**config.mk**
```make
export PLATFORM = sky130hd
export DESIGN_NAME = spi_fsm
export DESIGN_NICKNAME = d
export VERILOG_FILES = /design/src/rtl/spi_fsm.sv
export SDC_FILE = /design/constraint.sdc
export NUM_CORES = 1
export LEC_CHECK = 0
export CAP_MARGIN = 25
export CORE_AREA = 5 5 42 44
export DETAILED_ROUTE_END_ITERATION = 7
export DIE_AREA = 0 0 47 49
export PLACE_DENSITY_LB_ADDON = 0.1
export SLEW_MARGIN = 40
export SYNTH_ARGS = -nofsm -noshare
export SYNTH_HDL_FRONTEND = slang
export SYNTH_SLANG_ARGS = --single-unit
```
**constraint.sdc**
```tcl
create_clock -name clk -period 1.57 [get_ports clk]
set_input_delay 0.157 -clock clk [delete_from_list [all_inputs] [get_ports clk]]
set_output_delay 0.157 -clock clk [all_outputs]
set_load 0.01 [all_outputs]
```
**src/rtl/spi_fsm.sv**
```systemverilog
// SPI slave transaction sequencer: address byte, then read or write data byte.
// Define SPI_FSM_DEBUG_EN to expose state_dbg / cnt_dbg observation ports.
module spi_fsm (
  input  logic       clk,
  input  logic       reset,
  input  logic       cs_n,
  input  logic       sclk_rise,
  input  logic       sclk_fall,
  input  logic       rw_bit,
  output logic [1:0] sr_mode,
  output logic       addr_we,
  output logic       dm_we,
  output logic       miso_buff,
  output logic       busy
`ifdef SPI_FSM_DEBUG_EN
  ,
  output logic [2:0] state_dbg,
  output logic [3:0] cnt_dbg
`endif
);

  typedef enum logic [2:0] {
    IDLE         = 3'd0,
    GET_ADDR     = 3'd1,
    GOT_ADDR     = 3'd2,
    READ_LOAD    = 3'd3,
    READ_SHIFT   = 3'd4,
    WRITE_SHIFT  = 3'd5,
    WRITE_COMMIT = 3'd6,
    DONE         = 3'd7
  } state_e;

  localparam logic [1:0] SR_HOLD  = 2'b00;
  localparam logic [1:0] SR_SHIFT = 2'b10;
  localparam logic [1:0] SR_LOAD  = 2'b11;

  state_e     state_q, state_d;
  logic [3:0] cnt_q, cnt_d;

  always_ff @(posedge clk or posedge reset) begin
    if (reset) begin
      state_q <= IDLE;
      cnt_q   <= 4'd0;
    end else begin
      state_q <= state_d;
      cnt_q   <= cnt_d;
    end
  end

  always_comb begin
    state_d   = state_q;
    cnt_d     = cnt_q;
    sr_mode   = SR_HOLD;
    addr_we   = 1'b0;
    dm_we     = 1'b0;
    miso_buff = 1'b0;
    busy      = (state_q != IDLE);

    unique case (state_q)
      IDLE: begin
        if (!cs_n) begin
          state_d = GET_ADDR;
          cnt_d   = 4'd0;
        end
      end
      GET_ADDR: begin
        if (sclk_rise) begin
          sr_mode = SR_SHIFT;
          cnt_d   = cnt_q + 4'd1;
          if (cnt_q == 4'd7) state_d = GOT_ADDR;
        end
      end
      GOT_ADDR: begin
        addr_we = 1'b1;
        cnt_d   = 4'd0;
        state_d = rw_bit ? READ_LOAD : WRITE_SHIFT;
      end
      READ_LOAD: begin
        sr_mode   = SR_LOAD;
        miso_buff = 1'b1;
        state_d   = READ_SHIFT;
      end
      READ_SHIFT: begin
        miso_buff = 1'b1;
        if (sclk_fall) begin
          sr_mode = SR_SHIFT;
          cnt_d   = cnt_q + 4'd1;
          if (cnt_q == 4'd7) state_d = DONE;
        end
      end
      WRITE_SHIFT: begin
        if (sclk_rise) begin
          sr_mode = SR_SHIFT;
          cnt_d   = cnt_q + 4'd1;
          if (cnt_q == 4'd7) state_d = WRITE_COMMIT;
        end
      end
      WRITE_COMMIT: begin
        dm_we   = 1'b1;
        state_d = DONE;
      end
      DONE: begin
        state_d = state_q;
      end
    endcase

    // Deselect aborts from anywhere; this cycle's outputs are left intact.
    if (state_q != IDLE && cs_n) begin
      state_d = IDLE;
      cnt_d   = 4'd0;
    end
  end

`ifdef SPI_FSM_DEBUG_EN
  assign state_dbg = state_q;
  assign cnt_dbg   = cnt_q;
`endif

endmodule

```
==> flow_summary.json <==
{
  "antenna_found_initial": 0,
  "cts_hold_buf": 0,
  "core_area_um2": 1400,
  "rsz0062_at_grt": "yes",
  "diodes": 0,
  "slew_headroom": 0.743,
  "nets": 101,
  "grt_pass1_wl_mm": 2.41,
  "worstPathMaxFanout": 6,
  "die_width_um": 47,
  "fp.dieArea_um2": 2300,
  "final_max_slew_viol_count": 0,
  "wirelength_mm": 1.49,
  "cts.root.buffer_cell": "clkbuf_4",
  "min_path_type": "primary input to asynchronous set/reset pin",
  "ys_seq_area_frac": 0.320,
  "ys_ff_latch": 7,
  "die_h_um": 49,
  "drcViolationCount": 0,
  "clkTransAtPathRegs_ns": 0.05,
  "ys_types": 30,
  "critPathLaunchType": "flop",
  "multi_input_area_um2": 339,
  "final-instance-count-excl-fill": 109,
  "insertion_delay_ns": 0.25,
  "clock_sinks": 7,
  "rows": 14,
  "nFillCells": 139,
  "initial_utilization": 0.390,
  "numCtsBuffers": 3,
  "dr.first_iter.drc_count": 15,
  "synth_top_flop_cell": "dfrtp_1",
  "outcome": "completed",
  "fin_skew_ns": 0.00475,
  "p_per_area_nw_per_um2": 765,
  "ys_warn_count": 0,
  "synth_edf_count": 0,
  "crit_path_end_kind": "flop",
  "min_period_over_period": 0.974,
  "worst_ep_required_time_ns": 1.72,
  "setup_ws_ns": 0.0411,
  "grt_overflow": 0,
  "drv_cap": 0,
  "vias_per_cell": 5.18,
  "htree_levels": 1,
  "r2r_slack_ns": 0.04,
  "setup_viol": 0,
  "max-vdd-ir-drop_mv": 0.482,
  "area_delta_synth_final_pct": 49.2,
  "regToRegEndpoint": "cnt_q[2]",
  "finalHoldViolCount": 0,
  "vias": 565,
  "routabilityCongestion": 0.795,
  "timing_worst_setup_path_type": "flop to flop",
  "timing.fmax_mhz": 654,
  "synth_common_cells": "dfrtp_1, inv_1, nand2_1",
  "cts_tree": "built",
  "synth.most_common_cell": "dfrtp_1",
  "placed_area_um2": 772,
  "fin_tns_setup_ns": 0,
  "wl_per_cell_um": 13.7,
  "syn_avg_cell_area_um2": 8.68,
  "syn-cell-area_um2": 547,
  "worst_pin_slew_ns": 0.385,
  "clockBufferDepth": 2,
  "async_flop_share": 1.00,
  "synthesis.instances": 63,
  "reg2reg_depth": 5,
  "syn_nets": 70,
  "dp_cells": 102,
  "drtPass1Iterations": 4,
  "drive_gt1_frac": 0.333,
  "ff_latch_area_um2": 178,
  "timing.rr.start": "state_q[0]",
  "ant_nets": 0,
  "netlist.area_leader.share": 0.320,
  "io_buffers": 11,
  "final_cell_area_um2": 816,
  "synth_top_cell_by_area": "dfrtp_1",
  "grt_max_degree": 10,
  "p_leak_nw": 0.386,
  "pre_cts_ws_ns": -0.125,
  "arrival_ns": 1.68,
  "track_usage": 0.145,
  "yosys-top-cells-area": "dfrtp_1, nor4b_2, o311ai_1",
  "fin_crit_ns": 1.53,
  "grt_pass1_vias": 554,
  "dp_hpwl_mm": 1.15,
  "pin_count": 12
}
==> kinds of logic (layout without fill, tap and decap cells) <==
family | after synthesis | count (layout) | synth area share
adders and majority gates | 1 | 1 | 0.0229
buffers and inverters | 9 | 39 | 0.0732
DFF | 7 | 7 | 0.320
and+or+nand+nor | 27 | 27 | 0.320
muxes | 2 | 2 | 0.0366
AOI/OAI and AO/OA | 17 | 17 | 0.227
==> cell type report <==
type / count / area share
clock buffer: 4 / 0.0322
tap: 16 / 0.0245
timing repair buffer: 29 / 0.282
inverter: 6 / 0.0276
sequential: 7 / 0.218
multi-input combinational: 47 / 0.416
==> flip-flops by register name, summed over array words and instances (netlist names) <==
signal and count:
state_q 3, cnt_q 4
==> layer usage <==
metal | routed length (um) | global-route usage
met2 | 726 | 0.224
met3 | 75 | 0.0590
met1 | 689 | 0.180
met4 | 0 | 0.0415
met5 | 0 | 0
==> worst max path at each step <==
stage,cells past startpoint,from,end
after floorplan,3,state_q[0],cnt_q[2]
after global placement,5,sclk_fall,sr_mode[1]
after detailed placement,5,sclk_fall,sr_mode[1]
after CTS,3,state_q[0],busy
after global routing,5,state_q[0],sr_mode[1]
final,5,state_q[0],cnt_q[2]
==> worst max-delay path: stages, from the launching register on <==
cell and delay, ns:
dfrtp_2 0.44, buf_6 0.13, nand3b_1 0.17, buf_4 0.15
a211o_1 0.31, o311ai_2 0.23
==> power breakdown <==
part           internal [W]  total, W  switching [W]  leakage [nW]
Sequential         0.000196  0.000215      0.0000194        0.0917
Combinational      0.000131  0.000244       0.000113         0.280
Clock             0.0000971  0.000165      0.0000678        0.0150
==> timing repair <==
| item | CTS | global route |
|---|---|---|
| setup buffers | 3 | 0 |
| gates resized for setup | 14 | 7 |
| endpoints found under the hold margin | 0 | 0 |
| pin swaps | 2 | 0 |
| endpoints found under the setup margin | 6 | 5 |
==> layout by cell type (no fill, tap or decap), types with 2 or more instances in the layout <==
master,Yosys,layout
buf_4,1,16
inv_1,6,6
nand2_1,6,6
dfrtp_1,7,5
clkdlybuf4s50_1,0,5
nor2_1,4,4
o31ai_1,3,3
clkbuf_4,0,3
nand2b_1,2,2
a21oi_1,2,2
nand3b_1,2,2
or2_1,2,2
nor2b_1,2,2
a211oi_1,2,2
nor4b_2,2,2
o22ai_1,2,2
o311ai_1,3,2
mux2i_1,2,2
clkbuf_2,0,2
buf_2,2,2
dlygate4sd2_1,0,2
buf_6,0,2
dfrtp_2,0,2
==> through the flow <==
| stage | power [W] | utilization | hold WS (ns) |
|---|---|---|---|
| after floorplan | 0.000335 | - | -0.0396 |
| after global placement | 0.000456 | 0.551 | 0.397 |
| after detailed placement | 0.000459 | 0.551 | 0.404 |
| after CTS | 0.000636 | 0.584 | 0.126 |
| after global routing | 0.000669 | 0.582 | 0.153 |
| final | 0.000624 | 0.582 | 0.129 |
No activity file was read; power rests on OpenSTA's default activity.
